<file path="src/rtl/ws_systolic_mmu.sv">
// Weight-stationary SIZE x SIZE systolic multiply-accumulate array.
// Define MMU_SAT_ACC_EN to make every PE addition saturate instead of wrapping.
module ws_systolic_mmu #(
    parameter int BIT_WIDTH = 8,
    parameter int ACC_WIDTH = 16,
    parameter int SIZE      = 4
) (
    input  logic                                clk,
    input  logic                                reset,
    input  logic                                control,
    input  logic [BIT_WIDTH*SIZE-1:0]           wt_arr,
    input  logic [BIT_WIDTH*SIZE-1:0]           data_arr,
    output logic [ACC_WIDTH*SIZE*(SIZE+1)-1:0]  acc_out,
    output logic [ACC_WIDTH*SIZE-1:0]           acc_out_final
);

    // Product width wide enough for both the full product and the accumulator.
    localparam int PW = (2*BIT_WIDTH > ACC_WIDTH) ? 2*BIT_WIDTH : ACC_WIDTH;

    logic [BIT_WIDTH-1:0] w_r   [SIZE][SIZE];
    logic [BIT_WIDTH-1:0] d_r   [SIZE][SIZE];
    logic [ACC_WIDTH-1:0] p_r   [SIZE][SIZE];
    logic [BIT_WIDTH-1:0] w_in_s[SIZE][SIZE];
    logic [BIT_WIDTH-1:0] x_s   [SIZE][SIZE];
    logic [ACC_WIDTH-1:0] pin_s [SIZE][SIZE];
    logic [ACC_WIDTH-1:0] sum_s [SIZE][SIZE];

    function automatic logic [ACC_WIDTH-1:0] mac(
        input logic [ACC_WIDTH-1:0] pin,
        input logic [BIT_WIDTH-1:0] x,
        input logic [BIT_WIDTH-1:0] w
    );
        logic [PW-1:0]      prod;
        logic [ACC_WIDTH:0] sum;
        prod = PW'(x) * PW'(w);
        sum  = {1'b0, pin} + {1'b0, prod[ACC_WIDTH-1:0]};
`ifdef MMU_SAT_ACC_EN
        if (sum[ACC_WIDTH]) begin
            mac = {ACC_WIDTH{1'b1}};
        end else begin
            mac = sum[ACC_WIDTH-1:0];
        end
`else
        mac = sum[ACC_WIDTH-1:0];
`endif
    endfunction

    genvar gr, gc;
    generate
        for (gr = 0; gr < SIZE; gr++) begin : g_row
            for (gc = 0; gc < SIZE; gc++) begin : g_col
                // Row 0 takes the new weight word; lower rows take the row above.
                if (gr == 0) begin : g_top
                    assign w_in_s[gr][gc] = wt_arr[gc*BIT_WIDTH +: BIT_WIDTH];
                    assign pin_s[gr][gc]  = {ACC_WIDTH{1'b0}};
                end else begin : g_inner
                    assign w_in_s[gr][gc] = w_r[gr-1][gc];
                    assign pin_s[gr][gc]  = p_r[gr-1][gc];
                end
                if (gc == 0) begin : g_left
                    assign x_s[gr][gc] = data_arr[gr*BIT_WIDTH +: BIT_WIDTH];
                end else begin : g_right
                    assign x_s[gr][gc] = d_r[gr][gc-1];
                end
                assign sum_s[gr][gc] = mac(pin_s[gr][gc], x_s[gr][gc], w_r[gr][gc]);
                assign acc_out[(gr+1)*ACC_WIDTH*SIZE + gc*ACC_WIDTH +: ACC_WIDTH] = p_r[gr][gc];
            end
        end
    endgenerate

    assign acc_out[0 +: ACC_WIDTH*SIZE] = {(ACC_WIDTH*SIZE){1'b0}};
    assign acc_out_final = acc_out[SIZE*ACC_WIDTH*SIZE +: ACC_WIDTH*SIZE];

    // PE array state: weight shift in load mode, MAC pipeline in compute mode.
    always_ff @(posedge clk or negedge reset) begin
        if (!reset) begin
            for (int r = 0; r < SIZE; r++) begin
                for (int c = 0; c < SIZE; c++) begin
                    w_r[r][c] <= {BIT_WIDTH{1'b0}};
                    d_r[r][c] <= {BIT_WIDTH{1'b0}};
                    p_r[r][c] <= {ACC_WIDTH{1'b0}};
                end
            end
        end else if (control) begin
            for (int r = 0; r < SIZE; r++) begin
                for (int c = 0; c < SIZE; c++) begin
                    w_r[r][c] <= w_in_s[r][c];
                    d_r[r][c] <= {BIT_WIDTH{1'b0}};
                    p_r[r][c] <= {ACC_WIDTH{1'b0}};
                end
            end
        end else begin
            for (int r = 0; r < SIZE; r++) begin
                for (int c = 0; c < SIZE; c++) begin
                    d_r[r][c] <= x_s[r][c];
                    p_r[r][c] <= sum_s[r][c];
                end
            end
        end
    end

endmodule

</file>
<file path="config.mk">
export PLATFORM = sky130hd
export DESIGN_NAME = ws_systolic_mmu
export DESIGN_NICKNAME = d
export VERILOG_FILES = /design/src/rtl/ws_systolic_mmu.sv
export SDC_FILE = /design/constraint.sdc
export NUM_CORES = 2
export LEC_CHECK = 0
export CAP_MARGIN = 20
export CORE_UTILIZATION = 50
export DETAILED_ROUTE_END_ITERATION = 12
export PLACE_DENSITY = 0.76
export RECOVER_POWER = 100
export SYNTH_ARGS = -nofsm -noshare
export SYNTH_HDL_FRONTEND = slang
export SYNTH_SLANG_ARGS = --single-unit
</file>
<file path="constraint.sdc">
create_clock -name clk -period 4.9 [get_ports clk]
set_input_delay 0.98 -clock clk [delete_from_list [all_inputs] [get_ports clk]]
set_output_delay 0.98 -clock clk [all_outputs]
set_load 0.05 [all_outputs]
</file>
==> key figures <==
Run status
  – Status: finished, violations left
  – Failing checks: max-capacitance violations, max-slew violations

Critical path
  – Crit path max-delay family: adder cells
  – Slowest cell on the critical path: fa_1
  – CP Buf/Inv Count: 5
  – Worst setup EP type: flop
  – Chain of cells forming the critical path: clkdlybuf4s50_1, buf_4, nand2_1, fa_1, inv_1, fa_1, inv_1, fa_1, fa_1, inv_1, ha_1, a21o_1, a21oi_1, a21oi_2, a221oi_2, mux2_2
  – Worst Path Required: ~5.4 ns
  – Critical Path Start Type: input port
  – Slowest stage delay, CP: between 0.5 and 0.6 ns
  – Peak fanout along the critical path: 8
  – Crit path DAT: roughly 5.3 ns
  – Cell seen most often among critical-path stages: fa_1
  – Critical path class: input port to flop

Die
  – Die area: approximately 110000 µm²
  – Chip Height: roughly 330 µm
  – I/O pin total: about 450
  – Row cnt: ~120
  – Die width: roughly 330 µm
  – Core area: 108700 µm²
  – Initial core utilization: about half

Synth
  – Mean area per synthesized cell: roughly 9.5 µm²
  – Post-Synthesis Cells: just under 6000
  – Synth Cell Area: between 50000 and 60000 µm²
  – Unique masters post-synth: slightly above 60
  – Yosys warning count: 0
  – EDFF count, synth: 0
  – Sequential area share after synthesis: about 22%
  – Yosys reg bits: 480
  – Asr flop ratio synth: between 90% and 100%
  – Top_reg_cell synth: dfrtp_1

Layout
  – Final design instance area without fill: roughly 63000 µm²
  – Antenna Cells: 0
  – Fillers: ~9400
  – Commonest non-fill, non-tap cells in the layout: inv_1, fa_1, and2_1, ha_1, dfrtp_1
  – Post-Route Utilization: approximately 58%
  – Most common cell after layout, fill and taps aside: inv_1
  – Synthesis-to-finish area growth: 14.10%
  – Share of cells above drive strength 1: 6.653%
  – Post-Layout Cell Count: ~7600
  – Layout Nets: between 7000 and 8000

STA
  – Fin. max-slew vios: 312
  – Worst slew pin tran: about 2.4 ns
  – Hold Slack: ~0.64 ns
  – Final Setup Violations: 0
  – Clock Skews: 0.01677 ns
  – Final period util: a little over nine tenths
  – Post-route setup TNS: 0 ns
  – Tmin final: approximately 4.7 ns
  – Fmax: between 200 and 250 MHz
  – Setup WS post-layout: 0.1514 ns
  – Slew HR: -59.33%
  – Final hold vios: 0

Drt
  – Vias: roughly 38000
  – WL per Instance: 16.31 µm
  – 1st-iter DRT viols: a little under 2000
  – Vias per std cell: between 5 and 6
  – First drt pass iteration count: 5
  – # DRC: 0
  – Post-DRT Antenna Nets: 0
  – Drt total wl: 124.5 mm

CTS
  – Post-CTS setup buffers: 0
  – H-tree Lvls: 2
  – TritonCTS Buffers: 60
  – Post-CTS resize count: 0
  – Clock-pin slew on the worst setup and hold paths: 0.06 ns
  – Clock buffer depth: 3
  – TritonCTS clock tree: built
  – CTS Root Buffer Type: clkbuf_16
  – Clk Latency, worst-skew pair: 0.67 ns
  – Hold-fix buffers at CTS: 0
  – # clock sinks: 480

Power and ir drop
  – Clock power frac: between 15 and 20%
  – Power per cell area: around 500 nW/µm²
  – Sequential power share: 18.9%
  – Pint: between 15 and 20 mW
  – Overall power consumption: about 31 mW
  – Peak supply drop: between 0.0005 and 0.0006 V
  – Leak: 33.55 nW
  – Net Sw Frac: between 40% and 50%
  – Comb pwr share: 65.8%
  – Net Switching: roughly 15 mW

Placed design
  – I/O Buffers: approximately 390
  – Pre-CTS setup slack: -0.5924 ns
  – Placed Area: roughly 60000 µm²
  – Placed insts: 7526
  – RD Place Congestion: approximately 0.92
  – HPWL Detailed: between 100 and 150 mm

GRT
  – Global route total overflow: 0
  – GRT Total Usage: between 20% and 30%
  – Number of global-route vias before repair: between 40000 and 50000
  – Pin count of the biggest net entering global routing: around 120
  – Initial antenna violation count: 10
  – Global-route wire length before repair: roughly 210 mm

Flow run
  – Total of max-cap violations: 5

Min path
  – Hold Path Class: flop to flop
power by group through the flow:
stage | Combinational [mW] | Clock [mW] | Sequential [mW]
floorplan | 13.2 | 0 | 7.04
CTS | 20.7 | 4.90 | 5.94
finish | 20.6 | 4.76 | 5.92
global route | 23.2 | 5.05 | 6.03
detailed placement | 20.5 | 0 | 6.00
global placement | 20.0 | 0 | 6.00
layout make-up:
class	count	area (µm²)	area share, %
inverter	1378	5172	8.272
clock buffer	77	1687	2.697
tap	1414	1769	2.829
sequential	480	12030	19.23
clock inverter	34	447.9	0.7163
timing repair buffer	541	5076	8.118
multi-input combinational	3713	36350	58.14
final timing paths:
check	from	end	slack (ns)	depth (start not counted)
min in group asynchronous	reset	acc_out[273]	1.03	1
hold reg to reg	d_r[82]	d_r[74]	0.64	1
hold / removal	d_r[82]	d_r[74]	0.64	1
max in group asynchronous	reset	acc_out[78]	1.01	2
setup reg to reg	w_in_s[45]	acc_out[175]	0.21	13
setup / recovery	data_arr[29]	acc_out[270]	0.15	16
cells by family after synthesis:
logic type,synth area share (%)
buffers and inverters,12.25
other,0.006842
flip-flops,21.92
AND/OR/NAND/NOR,15.10
XOR/XNOR,2.541
adder cells (fa/ha/maj),40.05
multiplexers,2.831
AO/OA/AOI/OAI,5.303
state kept, by name, summed over array words and instances, names as in the netlist:
register	cells
acc_out	256
w_r	32
d_r	96
w_in_s	96
worst register-to-register path, stage by stage (launching register included):
cell and delay [ns]:
dfrtp_1 0.51, and2_1 0.22, fa_1 0.55, fa_1 0.44, fa_1 0.49, inv_1 0.05
fa_1 0.48, inv_1 0.04, ha_1 0.31, or2_2 0.30, a311o_1 0.39, o311a_1 0.31
or3_1 0.35, a21oi_1 0.16
per-layer routing:
layer / up-vias / global-route usage (%) / part of all wire, %
met2: 879 / 39.38 / 48
met3: 233 / 3.582 / 4.9
met4: 8 / 8.040 / 3.7
li1: 18050 / - / -
met5: - / 0 / 0.043
met1: 19207 / 30.22 / 43
cell usage after synthesis, drive strengths merged, types with 3 or more instances:
cell	instances	area (µm²)
inv	1378	5172
and2	604	3779
ha	564	7057
and4	5	43.79
fa	744	14890
dfrtp	480	12010
clkbuf	148	555.5
a21boi	9	67.56
nor3b	7	52.55
o211a	3	30.03
xnor2	113	989.7
buf	135	987.2
mux2	136	1531
nor2	224	840.8
nand3	30	150.1
or2	3	18.77
nor4bb	3	30.03
xor2	46	402.9
a311oi	3	26.28
o21ai	92	460.4
o21bai	18	135.1
o21a	31	232.7
a211oi	59	447.9
a221oi	13	113.9
a21oi	99	495.5
o31ai	6	45.04
nor3	45	225.2
nor2b	185	1157
o311ai	3	26.28
o221ai	3	26.28
nand2	454	1704
nand4	4	25.02
and3	12	75.07
a21o	57	429.2
a221o	3	30.03
nor4b	5	43.79
o211ai	10	75.07
a31oi	13	81.33
a22oi	4	30.03
a41oi	3	26.28
nand2b	14	87.58
(Power assumes the default switching activity.)
